**config.mk**
```make
export PLATFORM = sky130hd
export DESIGN_NAME = mc_control_fsm
export DESIGN_NICKNAME = d
export VERILOG_FILES = /design/src/rtl/mips_pkg.sv /design/src/rtl/mc_control_fsm.sv
export SDC_FILE = /design/constraint.sdc
export NUM_CORES = 1
export LEC_CHECK = 0
export CORE_MARGIN = 1.5
export CORE_UTILIZATION = 47
export DETAILED_ROUTE_END_ITERATION = 8
export PLACE_DENSITY = 0.77
export SLEW_MARGIN = 20
export SYNTH_ARGS = -nofsm -noshare
export SYNTH_HDL_FRONTEND = slang
export SYNTH_SLANG_ARGS = --single-unit
```
**constraint.sdc**
```tcl
create_clock -name clk -period 2 [get_ports clk]
set_input_delay 0.2 -clock clk [delete_from_list [all_inputs] [get_ports clk]]
set_output_delay 0.2 -clock clk [all_outputs]
set_load 0.02 [all_outputs]
```
**src/rtl/mips_pkg.sv**
```systemverilog
// Shared constants for the multi-cycle MIPS core: opcodes, control-FSM state
// encodings, ALUOp and PCSrc codes.
package mips_pkg;

    localparam logic [5:0] OP_RTYPE = 6'h00;
    localparam logic [5:0] OP_J     = 6'h02;
    localparam logic [5:0] OP_BEQ   = 6'h04;
    localparam logic [5:0] OP_ADDI  = 6'h08;
    localparam logic [5:0] OP_LW    = 6'h23;
    localparam logic [5:0] OP_SW    = 6'h2B;

    localparam logic [3:0] ST_FETCH    = 4'd0;
    localparam logic [3:0] ST_DECODE   = 4'd1;
    localparam logic [3:0] ST_MEM_ADDR = 4'd2;
    localparam logic [3:0] ST_MEM_RD   = 4'd3;
    localparam logic [3:0] ST_WB_MEM   = 4'd4;
    localparam logic [3:0] ST_MEM_WR   = 4'd5;
    localparam logic [3:0] ST_EXEC_R   = 4'd6;
    localparam logic [3:0] ST_WB_R     = 4'd7;
    localparam logic [3:0] ST_EXEC_I   = 4'd8;
    localparam logic [3:0] ST_WB_I     = 4'd9;
    localparam logic [3:0] ST_BRANCH   = 4'd10;
    localparam logic [3:0] ST_JUMP     = 4'd11;

    localparam logic [1:0] ALUOP_ADD   = 2'b00;
    localparam logic [1:0] ALUOP_SUB   = 2'b01;
    localparam logic [1:0] ALUOP_FUNCT = 2'b10;

    localparam logic [1:0] PCSRC_ALU    = 2'b00;
    localparam logic [1:0] PCSRC_ALUOUT = 2'b01;
    localparam logic [1:0] PCSRC_JUMP   = 2'b10;

    localparam logic [1:0] SRCB_REG  = 2'b00;
    localparam logic [1:0] SRCB_FOUR = 2'b01;
    localparam logic [1:0] SRCB_IMM  = 2'b10;
    localparam logic [1:0] SRCB_IMM2 = 2'b11;

endpackage

```
**src/rtl/mc_control_fsm.sv**
```systemverilog
// Multi-cycle MIPS control FSM with sticky illegal-opcode flag and retired counter.
// Latency (mem_ready=1): R/ADDI/SW 4 cycles, LW 5, BEQ/J 3; each wait cycle adds 1.
// Backpressure: FETCH/MEM_RD/MEM_WR hold mem_req and address select until mem_ready.
module mc_control_fsm
    import mips_pkg::*;
#(
    parameter int CNT_W = 32
) (
    input  logic             clk,
    input  logic             reset,
    input  logic [5:0]       Opcode,
    input  logic             Zero,
    input  logic             mem_ready,
    output logic             mem_req,
    output logic             mem_we,
    output logic             iord,
    output logic             ir_write,
    output logic             pc_write,
    output logic [1:0]       pc_src,
    output logic             alu_src_a,
    output logic [1:0]       alu_src_b,
    output logic [1:0]       alu_op,
    output logic             reg_write,
    output logic             reg_dst,
    output logic             mem_to_reg,
    output logic             illegal,
    output logic [3:0]       state_out,
    output logic [CNT_W-1:0] retired
);

    logic [3:0] state;
    logic [3:0] state_nxt;
    logic       retire;
    logic       illegal_set;

    always_comb begin
        state_nxt   = state;
        retire      = 1'b0;
        illegal_set = 1'b0;
        case (state)
            ST_FETCH:    if (mem_ready) state_nxt = ST_DECODE;
            ST_DECODE: begin
                case (Opcode)
                    OP_LW, OP_SW: state_nxt = ST_MEM_ADDR;
                    OP_RTYPE:     state_nxt = ST_EXEC_R;
                    OP_ADDI:      state_nxt = ST_EXEC_I;
                    OP_BEQ:       state_nxt = ST_BRANCH;
                    OP_J:         state_nxt = ST_JUMP;
                    default: begin
                        state_nxt   = ST_FETCH;
                        illegal_set = 1'b1;
                    end
                endcase
            end
            ST_MEM_ADDR: state_nxt = (Opcode == OP_LW) ? ST_MEM_RD : ST_MEM_WR;
            ST_MEM_RD:   if (mem_ready) state_nxt = ST_WB_MEM;
            ST_MEM_WR: begin
                if (mem_ready) begin
                    state_nxt = ST_FETCH;
                    retire    = 1'b1;
                end
            end
            ST_EXEC_R:   state_nxt = ST_WB_R;
            ST_EXEC_I:   state_nxt = ST_WB_I;
            ST_WB_MEM, ST_WB_R, ST_WB_I, ST_BRANCH, ST_JUMP: begin
                state_nxt = ST_FETCH;
                retire    = 1'b1;
            end
            default:     state_nxt = ST_FETCH;
        endcase
    end

    always_ff @(posedge clk or posedge reset) begin
        if (reset) begin
            state   <= ST_FETCH;
            illegal <= 1'b0;
            retired <= '0;
        end else begin
            state <= state_nxt;
            if (illegal_set) illegal <= 1'b1;
            if (retire)      retired <= retired + {{(CNT_W-1){1'b0}}, 1'b1};
        end
    end

    // Moore decode of state; only the FETCH and BRANCH PC/IR enables see inputs.
    always_comb begin
        mem_req    = 1'b0;
        mem_we     = 1'b0;
        iord       = 1'b0;
        ir_write   = 1'b0;
        pc_write   = 1'b0;
        pc_src     = PCSRC_ALU;
        alu_src_a  = 1'b0;
        alu_src_b  = SRCB_REG;
        alu_op     = ALUOP_ADD;
        reg_write  = 1'b0;
        reg_dst    = 1'b0;
        mem_to_reg = 1'b0;
        case (state)
            ST_FETCH: begin
                mem_req   = 1'b1;
                alu_src_b = SRCB_FOUR;
                ir_write  = mem_ready;
                pc_write  = mem_ready;
            end
            ST_DECODE:   alu_src_b = SRCB_IMM2;
            ST_MEM_ADDR, ST_EXEC_I: begin
                alu_src_a = 1'b1;
                alu_src_b = SRCB_IMM;
            end
            ST_MEM_RD: begin
                mem_req = 1'b1;
                iord    = 1'b1;
            end
            ST_WB_MEM: begin
                reg_write  = 1'b1;
                mem_to_reg = 1'b1;
            end
            ST_MEM_WR: begin
                mem_req = 1'b1;
                iord    = 1'b1;
                mem_we  = 1'b1;
            end
            ST_EXEC_R: begin
                alu_src_a = 1'b1;
                alu_op    = ALUOP_FUNCT;
            end
            ST_WB_R: begin
                reg_write = 1'b1;
                reg_dst   = 1'b1;
            end
            ST_WB_I:     reg_write = 1'b1;
            ST_BRANCH: begin
                alu_src_a = 1'b1;
                alu_op    = ALUOP_SUB;
                pc_src    = PCSRC_ALUOUT;
                pc_write  = Zero;
            end
            ST_JUMP: begin
                pc_src   = PCSRC_JUMP;
                pc_write = 1'b1;
            end
            default: ;
        endcase
    end

    assign state_out = state;

endmodule

```
==> results.toml <==
[critical_path]
critical_path_startpoint_category = "register"
worstSetupPathType = "register to output pin"
reg2regPathDepth = 6
endpoint_kind = "output pin"
crit_end = "alu_src_b[0]"
worst_r2r_endpoint = "retired[20]"
max_fanout_on_critical_path = 9
required_ns = 1.80
timing.critical_path.arrival_ns = 1.74
startpoint = "state_out[1]"
timing.reg2reg.setup_slack_ns = 0.13
r2r-start = "state_out[2]"

[logic_synthesis]
yosys.area.top_type_share = 0.448
yosys.area.top_type = "sky130_fd_sc_hd__dfrtp_1"
post_synth_most_frequent_cells = "sky130_fd_sc_hd__dfrtp_1 (37), sky130_fd_sc_hd__xor2_1 (22), sky130_fd_sc_hd__nor2_1 (21), sky130_fd_sc_hd__nand2_1 (20), sky130_fd_sc_hd__nor3_1 (16)"
most_numerous_cell_in_the_yosys_netlist = "sky130_fd_sc_hd__dfrtp_1"
yosysWarnings = 0
sequential_area_share_after_synthesis = 0.448
synth.area.top_cells = "sky130_fd_sc_hd__dfrtp_1 (45%), sky130_fd_sc_hd__xor2_1 (9.3%), sky130_fd_sc_hd__xnor2_1 (5.5%), sky130_fd_sc_hd__nor3_1 (3.9%), sky130_fd_sc_hd__nor2_1 (3.8%)"
netlist_instances = 219
synthArstFlopShare = 1.00
syn-cell-area_sq_mm = 0.00207
syn-mean-instance-area_sq_um = 9.44
synth_edf_count = 0
synth-main-ff-cell = "sky130_fd_sc_hd__dfrtp_1"
synth.lib_cells_used.distinct = 45
synth_fp_nets = 230
synth-seq-cells = 37

[cells_and_area]
nNetsFinal = 309
antenna-diode-count = 0
post_route_cells_drive_above_1_share = 0.141
syn_to_final_growth_pct = 43.3
postLayoutCellArea_sq_mm = 0.00296

[cts]
cts_root_buffer = "sky130_fd_sc_hd__clkbuf_8"
clkSlewWorstSetupHoldPaths_ns = 0.07
cts_num_sinks = 37
h-tree-depth = 2
clock_tree_from_tritoncts = "yes"
holdBufCountCts = 0
worst_skew_pair.late_latency_ns = 0.28
cts_made_buffers = 5
cts_buffer_depth = 2
post_cts_buffers = 0

[die]
top_level_ports = 62
floorplan.die.height_um = 69.3
num_rows = 23
die_area_sq_mm = 0.00481
initial_cell_density_of_the_core = 0.503
coreArea_sq_mm = 0.00412
die_width_um = 69.3

[place]
dpl.hpwl_um = 3630
numPortBuffers = 61
gp_routability_congestion = 0.854
place_area_sq_mm = 0.00286
post-place-ws_ns = -0.161

[sta]
post_route_clock_skew_ns = 0.00612
setup_violations = 0
finalWorstSetupSlack_ns = 0.0581
hold_violations = 0
maxSlewViolCount = 0
grt_setup_unrepaired = "true"
fin_setup_tns_ns = 0
hold-worst-slack_ns = 0.312
post-route-period-util = 0.971
tightestPinTransition_ns = 0.437
timing.max_slew.rel_slack = 0.701
finalWorstPathRequiredPeriod_ns = 1.94
fmax_mhz = 515

[power]
power_density_mw_per_mm2 = 735
swShare = 0.347
power.share.clock = 0.238
sequentialPowerShare = 0.410
sw_pwr_mw = 0.756
pwr-share-comb = 0.352
power.internal_mw = 1.42
power_leakage_nw = 1.38
largest_voltage_drop_on_the_vdd_net_mv = 0.398

[drt]
detail_route.drc_violations = 0
route.final.wire_length_um = 4800
total_number_of_vias = 1879
detail_route.wl_per_cell_um = 13.8
firstDrtPassIters = 6
detail_route.iter0.violations = 117
postRouteAntennaNets = 0
route.detailed.vias_per_inst = 5.40

[global_routing]
maximum_number_of_pins_on_one_net_before_global_route_repair = 38
groute.usage.overall = 0.208
grt_first_pass_wirelength_um = 8220
number_of_antenna_violations_at_the_first_check_in_global_routing = 0
gr_ovfl_total = 0
number_of_global_route_vias_before_repair = 1738

[status]
run_status = "complete, no violations"

[run]
max_cap_violations = 0

[worst_hold_path]
hold_class = "input pin to asynchronous set/reset pin"
timing repair:
action | CTS | global route
endpoints found under the setup margin | 13 | 9
gates cloned | 0 | 0
gates resized for setup | 13 | 7
power by group through the flow:
| stage | clock (mW) | sequential [mW] | combinational, mW |
|---|---|---|---|
| 2_1_floorplan | 0 | 0.942 | 0.381 |
| 3_3_place_gp | 0 | 0.898 | 0.793 |
| 3_5_place_dp | 0 | 0.903 | 0.798 |
| 4_1_cts | 0.533 | 0.894 | 0.767 |
| 5_1_grt | 0.576 | 0.903 | 0.830 |
| 6_report | 0.519 | 0.894 | 0.766 |
worst min path at each step:
stage                start            to  slack [ns]  cells after the start
6_report             reset       illegal        0.31                      3
4_1_cts              reset       illegal        0.33                      3
3_5_place_dp       illegal       illegal        0.46                      1
2_1_floorplan    mem_ready  state_out[0]        0.34                      2
5_1_grt              reset       illegal        0.37                      3
3_3_place_gp   retired[31]   retired[31]        0.46                      1
sequential cells by signal (all words and copies together) (netlist names):
register	flops
state_out	4
retired	32
illegal	1
cell type report:
class,instances,area [sq um]
Tap cell,50,62.6
Clock inverter,1,7.51
Clock buffer,6,82.6
Timing Repair Buffer,83,788
Sequential cell,37,928
Multi-Input combinational cell,163,1060
Fill cell,329,1150
Inverter,8,30.0
critical path, cell delays in order (launching register included):
cell and delay, ns:
sky130_fd_sc_hd__dfrtp_2 0.46, sky130_fd_sc_hd__buf_4 0.19, sky130_fd_sc_hd__nor3_1 0.18, sky130_fd_sc_hd__clkdlybuf4s50_1 0.63
kinds of logic after synthesis:
logic type                 share of synthesized area
AOI/OAI and AO/OA                             0.0859
adders and majority gates                    0.00605
buffers and inverters                         0.0417
and+or+nand+nor                                0.260
DFF                                            0.448
muxes                                         0.0103
xor gates and xnor gates                       0.148
routing by layer:
layer  GRT usage  share of wire  up-vias
met3      0.0451          0.039       10
met4      0.0610          0.017        0
met1       0.299           0.47      884
li1            -              -      927
met5           0              0        -
met2       0.316           0.48       58
metrics by stage:
step / std cells / util / power (mW)
detailed placement: 341 / 0.696 / 1.70
floorplan: 219 / - / 1.32
global route: 348 / 0.720 / 2.31
finish: 348 / 0.720 / 2.18
CTS: 348 / 0.717 / 2.19
global placement: 341 / 0.696 / 1.69
placed cells by master, fill, tap and decap left out, types with 2 or more instances in the layout:
master and instances:
sky130_fd_sc_hd__o21ai_0 5, sky130_fd_sc_hd__clkbuf_8 6, sky130_fd_sc_hd__or3_1 3, sky130_fd_sc_hd__clkdlybuf4s50_1 47, sky130_fd_sc_hd__dlygate4sd2_1 8, sky130_fd_sc_hd__buf_4 21, sky130_fd_sc_hd__nand2_1 20, sky130_fd_sc_hd__a21oi_1 2
sky130_fd_sc_hd__xnor2_1 12, sky130_fd_sc_hd__nor4_1 12, sky130_fd_sc_hd__o311ai_0 2, sky130_fd_sc_hd__nor4_2 2, sky130_fd_sc_hd__inv_1 7, sky130_fd_sc_hd__nor3_1 16, sky130_fd_sc_hd__nor2_1 21, sky130_fd_sc_hd__nand2b_1 4
sky130_fd_sc_hd__a211oi_1 2, sky130_fd_sc_hd__and3_1 2, sky130_fd_sc_hd__xor2_1 22, sky130_fd_sc_hd__nand4_1 6, sky130_fd_sc_hd__dfrtp_2 2, sky130_fd_sc_hd__dlymetal6s2s_1 4, sky130_fd_sc_hd__clkdlybuf4s15_1 2, sky130_fd_sc_hd__o211ai_1 2
sky130_fd_sc_hd__dfrtp_1 35, sky130_fd_sc_hd__nand3_1 7
(Power assumes the default switching activity.)
